File: config.mk
export PLATFORM = sky130hd
export DESIGN_NAME = alu_seq
export DESIGN_NICKNAME = d
export VERILOG_FILES = /design/src/rtl/alu_pkg.sv /design/src/rtl/alu_mul_iter.sv /design/src/rtl/alu_seq.sv
export SDC_FILE = /design/constraint.sdc
export NUM_CORES = 1
export LEC_CHECK = 0
export BUFFER_PORTS_ARGS = -buffer_cell sky130_fd_sc_hd__buf_2
export CORE_MARGIN = 2
export CORE_UTILIZATION = 40
export CTS_CLUSTER_SIZE = 12
export DETAILED_ROUTE_END_ITERATION = 12
export PLACE_DENSITY_LB_ADDON = 0.2
export SLEW_MARGIN = 20
export SYNTH_ARGS = -nofsm -noshare
export SYNTH_HDL_FRONTEND = slang
export SYNTH_HIERARCHICAL = 1
export SYNTH_SLANG_ARGS = --single-unit
File: constraint.sdc
create_clock -name clk -period 4 [get_ports clk]
set_input_delay 0.8 -clock clk [delete_from_list [all_inputs] [get_ports clk]]
set_output_delay 0.8 -clock clk [all_outputs]
set_load 0.05 [all_outputs]
File: src/rtl/alu_pkg.sv
`default_nettype none
// +-----------------------------------------------------------------------+
// | Package : alu_pkg                                                     |
// | Purpose : Shared types and constants for the handshaked sequential    |
// |           ALU (alu_seq) and its iterative multiplier (alu_mul_iter).  |
// | Contents: alu_op_t    - 3-bit operation encodings                     |
// |           alu_state_t - control FSM states                            |
// |           FLAG_*      - bit positions inside the 4-bit {N,Z,C,V} bus  |
// | Revision: 1.0 - initial release                                       |
// +-----------------------------------------------------------------------+
package alu_pkg;

   typedef enum logic [2:0] {
      OP_ADD = 3'b000,
      OP_SUB = 3'b001,
      OP_AND = 3'b010,
      OP_OR  = 3'b011,
      OP_XOR = 3'b100,
      OP_SLT = 3'b101,
      OP_MUL = 3'b110,
      OP_RSV = 3'b111
   } alu_op_t;

   typedef enum logic [1:0] {
      ST_IDLE = 2'd0,
      ST_MUL  = 2'd1,
      ST_HOLD = 2'd2
   } alu_state_t;

   localparam int FLAG_N = 3;
   localparam int FLAG_Z = 2;
   localparam int FLAG_C = 1;
   localparam int FLAG_V = 0;

endpackage : alu_pkg
`default_nettype wire

File: src/rtl/alu_mul_iter.sv
`default_nettype none
// +-----------------------------------------------------------------------+
// | Module  : alu_mul_iter                                                |
// | Purpose : Shift-add multiplier, one bit of the multiplier per cycle.  |
// |           Produces the low WIDTH bits of a*b after WIDTH iterations.  |
// | Ports   : clk, reset (async, active-high)                             |
// |           start_i          - latch a_i/b_i and begin iterating        |
// |           a_i, b_i         - operands                                 |
// |           done_o           - high in the cycle of the final iteration |
// |           product_o        - valid while done_o is high               |
// | Revision: 1.0 - initial release                                       |
// +-----------------------------------------------------------------------+
module alu_mul_iter #(
   parameter int WIDTH = 32
) (
   input  logic             clk,
   input  logic             reset,
   input  logic             start_i,
   input  logic [WIDTH-1:0] a_i,
   input  logic [WIDTH-1:0] b_i,
   output logic             done_o,
   output logic [WIDTH-1:0] product_o
);

   localparam int             CW     = $clog2(WIDTH);
   localparam logic [CW-1:0]  C_LAST = CW'(WIDTH - 1);

   logic [WIDTH-1:0] mcand_q;
   logic [WIDTH-1:0] mplier_q;
   logic [WIDTH-1:0] acc_q;
   logic [WIDTH-1:0] acc_d;
   logic [CW-1:0]    cnt_q;
   logic             run_q;

   assign acc_d = acc_q + (mplier_q[0] ? mcand_q : '0);

   // The final partial product is folded in combinationally so the parent
   // can register the finished product on the same edge as iteration WIDTH.
   assign done_o    = run_q && (cnt_q == C_LAST);
   assign product_o = acc_d;

   always_ff @(posedge clk or posedge reset) begin
      if (reset) begin
         mcand_q  <= '0;
         mplier_q <= '0;
         acc_q    <= '0;
         cnt_q    <= '0;
         run_q    <= 1'b0;
      end else if (start_i) begin
         mcand_q  <= a_i;
         mplier_q <= b_i;
         acc_q    <= '0;
         cnt_q    <= '0;
         run_q    <= 1'b1;
      end else if (run_q) begin
         acc_q    <= acc_d;
         mcand_q  <= mcand_q << 1;
         mplier_q <= mplier_q >> 1;
         cnt_q    <= cnt_q + CW'(1);
         if (done_o) begin
            run_q <= 1'b0;
         end
      end
   end

endmodule : alu_mul_iter
`default_nettype wire

File: src/rtl/alu_seq.sv
`default_nettype none
// +-----------------------------------------------------------------------+
// | Module  : alu_seq                                                     |
// | Purpose : Registered ALU with valid/ready handshakes on both sides.   |
// |           ADD/SUB/AND/OR/XOR/SLT complete in one cycle; MUL iterates  |
// |           for WIDTH cycles when the multiplier is compiled in.        |
// | Ports   : clk, reset (async, active-high)                             |
// |           in_valid/in_ready, a, b, op   - operation channel           |
// |           out_valid/out_ready, result, flags {N,Z,C,V} - result chan. |
// |           busy                          - high while multiplying      |
// | Config  : ALU_MUL_EN - compiles in the MUL state and alu_mul_iter;    |
// |           when undefined op 110 acts as reserved and busy is 0.       |
// | Revision: 1.0 - initial release                                       |
// +-----------------------------------------------------------------------+
module alu_seq
   import alu_pkg::*;
#(
   parameter int WIDTH = 32
) (
   input  logic             clk,
   input  logic             reset,
   input  logic             in_valid,
   output logic             in_ready,
   input  logic [WIDTH-1:0] a,
   input  logic [WIDTH-1:0] b,
   input  logic [2:0]       op,
   output logic             out_valid,
   input  logic             out_ready,
   output logic [WIDTH-1:0] result,
   output logic [3:0]       flags,
   output logic             busy
);

   alu_state_t       state_q, state_d;
   logic [WIDTH-1:0] result_q, result_d;
   logic [3:0]       flags_q, flags_d;

   alu_op_t          w_op;
   logic             w_accept;
   logic             w_is_mul;
   logic [WIDTH:0]   w_sum_add;
   logic [WIDTH:0]   w_sum_sub;
   logic [WIDTH-1:0] w_res;
   logic             w_c;
   logic             w_v;
   logic [3:0]       w_flags;

   assign w_op = alu_op_t'(op);

   // Depends only on state and out_ready, never on in_valid.
   assign in_ready  = (state_q == ST_IDLE) || ((state_q == ST_HOLD) && out_ready);
   assign w_accept  = in_valid && in_ready;
   assign out_valid = (state_q == ST_HOLD);
   assign result    = result_q;
   assign flags     = flags_q;

   assign w_sum_add = {1'b0, a} + {1'b0, b};
   assign w_sum_sub = {1'b0, a} + {1'b0, ~b} + {{WIDTH{1'b0}}, 1'b1};

   // Single-cycle datapath
   always_comb begin
      w_res = '0;
      w_c   = 1'b0;
      w_v   = 1'b0;
      case (w_op)
         OP_ADD: begin
            w_res = w_sum_add[WIDTH-1:0];
            w_c   = w_sum_add[WIDTH];
            w_v   = (a[WIDTH-1] == b[WIDTH-1]) && (w_res[WIDTH-1] != a[WIDTH-1]);
         end
         OP_SUB: begin
            w_res = w_sum_sub[WIDTH-1:0];
            w_c   = w_sum_sub[WIDTH];
            w_v   = (a[WIDTH-1] != b[WIDTH-1]) && (w_res[WIDTH-1] != a[WIDTH-1]);
         end
         OP_AND:  w_res = a & b;
         OP_OR:   w_res = a | b;
         OP_XOR:  w_res = a ^ b;
         OP_SLT:  w_res = {{(WIDTH-1){1'b0}}, ($signed(a) < $signed(b))};
         default: w_res = '0;
      endcase
   end

   always_comb begin
      w_flags         = '0;
      w_flags[FLAG_N] = w_res[WIDTH-1];
      w_flags[FLAG_Z] = (w_res == '0);
      w_flags[FLAG_C] = w_c;
      w_flags[FLAG_V] = w_v;
   end

`ifdef ALU_MUL_EN
   logic             w_mul_start;
   logic             w_mul_done;
   logic [WIDTH-1:0] w_mul_prod;

   assign w_is_mul = (w_op == OP_MUL);
   assign busy     = (state_q == ST_MUL);

   alu_mul_iter #(
      .WIDTH     (WIDTH)
   ) u_mul (
      .clk       (clk),
      .reset     (reset),
      .start_i   (w_mul_start),
      .a_i       (a),
      .b_i       (b),
      .done_o    (w_mul_done),
      .product_o (w_mul_prod)
   );
`else
   assign w_is_mul = 1'b0;
   assign busy     = 1'b0;
`endif

   always_comb begin
      state_d  = state_q;
      result_d = result_q;
      flags_d  = flags_q;
`ifdef ALU_MUL_EN
      w_mul_start = 1'b0;
`endif
      case (state_q)
         ST_IDLE, ST_HOLD: begin
            if (w_accept) begin
               if (w_is_mul) begin
                  state_d = ST_MUL;
`ifdef ALU_MUL_EN
                  w_mul_start = 1'b1;
`endif
               end else begin
                  state_d  = ST_HOLD;
                  result_d = w_res;
                  flags_d  = w_flags;
               end
            end else if ((state_q == ST_HOLD) && out_ready) begin
               state_d = ST_IDLE;
            end
         end
`ifdef ALU_MUL_EN
         ST_MUL: begin
            if (w_mul_done) begin
               state_d         = ST_HOLD;
               result_d        = w_mul_prod;
               flags_d         = '0;
               flags_d[FLAG_N] = w_mul_prod[WIDTH-1];
               flags_d[FLAG_Z] = (w_mul_prod == '0);
            end
         end
`endif
         default: state_d = ST_IDLE;
      endcase
   end

   always_ff @(posedge clk or posedge reset) begin
      if (reset) begin
         state_q  <= ST_IDLE;
         result_q <= '0;
         flags_q  <= '0;
      end else begin
         state_q  <= state_d;
         result_q <= result_d;
         flags_q  <= flags_d;
      end
   end

endmodule : alu_seq
`default_nettype wire

==> impl_metrics.toml <==
[outcome]
outcome = "finished, final reports clean"

[timing]
hold_ws_ns = 0.4745
skew_ns = 0.006337
totalNegativeSetupSlack_ns = 0
rsz0062_at_grt = "yes"
setup_viol = 0
hold_viol_final = 0
slew_headroom_pct = 38.90
period_needed_ns = 3.901
worst_pin_slew_ns = 0.9155
fmax_mhz = 256.4
fin_crit_sh_pct = 97.51
fin_ws_ns = 0.09941
finalMaxSlewViolations = 0

[synth]
syn_inst = 978
synth_edf_count = 0
ys_ff_latch = 36
synthFlopType = "dfrtp_1"
yosysWarnings = 6
synth_cell_types = 82
avgSynthCellArea_sq_um = 7.071
async_flop_share_pct = 100.0
syn-num-nets = 1152
seq_area_frac_synth_pct = 13.03
yosysTopAreaCellShare_pct = 18.27
syn-cell-area_sq_um = 6915
synthTopCellsByArea = "ha_1 (18%), dfrtp_1 (13%), a21oi_1 (6.1%)"
synth_area_leader_cell = "ha_1"

[floorplan]
die_h_microns = 135.5
pin_count = 110
die-area_sq_um = 18360
die_w_microns = 135.5
initial_utilization_pct = 40.40
floorplan.rows = 48
design.core.area_sq_um = 17120

[critical_path]
cp_top_family = "compound AO/OA/AOI/OAI gates"
worst_setup_path_end_kind = "flop"
startpoint_type = "input port"
slowest_stage = "fa_2"
slowest_delay_ns = 0.34
crit_chain = "buf_2, inv_1, ha_2, inv_1, fa_2, nor2b_1, o211ai_1, buf_4, a21oi_4, o21ai_4, a21oi_4, buf_4, nand4_1, a31oi_1, a211o_1, a211o_1, nor4_2, nand4_1, o41ai_2"
cp_data_arrival_time_ns = 4.09
regToRegSetupSlack_ns = 1.50
path_buf_inv = 5
cp.required_ns = 4.19
crit_type = "in -> reg"
crit_fanout = 3

[pwr]
p_per_area_nw_per_um2 = 258.0
ir_drop_mv = 0.2446
p_sw_share_pct = 47.74
p_comb_share_pct = 64.3
internal_power_mw = 1.268
p_total_mw = 2.427
leakage_nw = 4.656
sequentialPowerShare_pct = 19.1
p_switching_mw = 1.159
clkPwrFrac_pct = 16.6

[clocking]
cts-root-buf = "clkbuf_16"
insertion_delay_ns = 0.29
cts_tree = "built"
cts_made_buffers = 5
cts_buffer_depth = 2
htreeDepth = 2
clk_pin_slew_ns = 0.06
cts.sinks = 36

[cells_and_area]
final_util_pct = 54.97
final_layout_size_suffix_gt1_share_pct = 30.79
fill_cells = 1755
fin_area_sq_um = 9409
seq_area_sq_um = 900.9
final_cells = 1459
final_common_cell = "buf_4"
syn_to_final_growth_pct = 36.06
mostFrequentLayoutCells = "buf_4 (203), buf_2 (108), inv_1 (98)"
multi_input_area_sq_um = 5622
layout.nets = 1407
antennaDiodeCount = 0

[routing]
drc_errors = 0
final_antenna_net_count = 0
wl_microns = 25380
initialDrtViolationCount = 619
via_count = 8264
wl_per_cell_microns = 17.39
drtPass1Iterations = 6
via_per_inst = 5.664

[grt]
grt_overflow = 0
gr-usage-all-layers_pct = 27.10
grt_max_degree = 53
antenna_found_initial = 0
grt_pass1_wl_microns = 39980
grt_pass1_vias = 7878

[place]
placed_area_sq_um = 8951
place_ws_ns = -0.4224
portBuffers = 108
gp_congestion = 0.9324
dp.cells = 1442
dp_hpwl_microns = 20410

[job]
maxCapViolCount = 0

[min_path]
hp-class = "reg -> reg"
==> state kept, by name, summed over array words and instances, names as in the netlist <==
name	count
state_q	1
flags	3
result	32
==> cell usage after synthesis (all sizes together), types with 12 or more instances <==
cell,number
nand4,12
a31oi,18
ha,101
nor4,13
buf,16
xnor2,14
a21o,12
nor3,23
dfrtp,36
clkbuf,48
a22oi,23
nor2,83
a21oi,86
nand3,21
o211ai,19
inv,99
o21ai,58
nand2,96
nor2b,12
==> path summary, 6_finish.rpt <==
path,endpoint,cells past startpoint,from
max in group asynchronous,result[15],3,reset
min reg2reg,result[20],2,result[20]
min,result[20],2,result[20]
max,flags[2],19,a[0]
min in group asynchronous,result[30],2,reset
max reg2reg,flags[2],11,state_q[1]
==> timing repair <==
item,CTS,global route
pin swaps,15,16
buffers inserted,6,3
hold endpoints to repair,0,0
resized for setup,8,35
setup endpoints to repair,1,7
hold buffers,0,0
==> per-layer routing <==
layer	GRT usage, %	part of all wire (%)	vias up
met5	0	0	-
met4	7.465	3.0	0
met3	3.143	5.7	64
met2	48.05	48	335
met1	34.72	43	3833
li1	-	-	4032
==> cell type report <==
type                       count  area share [%]
multi-input combinational    779           59.75
clock buffer                   5           1.330
tap                          225           2.992
sequential                    36           9.574
clock inverter                 3          0.2527
inverter                      99           3.949
timing repair buffer         312           22.15
==> logic make-up after synthesis <==
group,Yosys count,share of synthesized area [%]
xor gates and xnor gates,18,2.280
adders and majority gates,103,18.85
and+or+nand+nor,302,20.75
buffers and inverters,163,9.209
muxes,15,2.316
DFF,36,13.03
other,1,0.05423
AOI/OAI and AO/OA,340,33.51
==> tightest hold or removal path, delay by kind of cell, from the launching register on <==
family / cells / cell delay (ns)
AO/OA/AOI/OAI: 1 / 0.06
flip-flops: 1 / 0.34
AND/OR/NAND/NOR: 1 / 0.04
==> power groups by stage <==
stage                     clock network, mW  logic (mW)  registers [mW]
after floorplan                           0       0.693           0.681
after global placement                    0        1.47           0.469
after detailed placement                  0        1.48           0.470
after CTS                             0.407        1.50           0.464
after global routing                  0.421        1.68           0.469
final                                 0.402        1.56           0.463
Power figures use the tool's default switching activity.
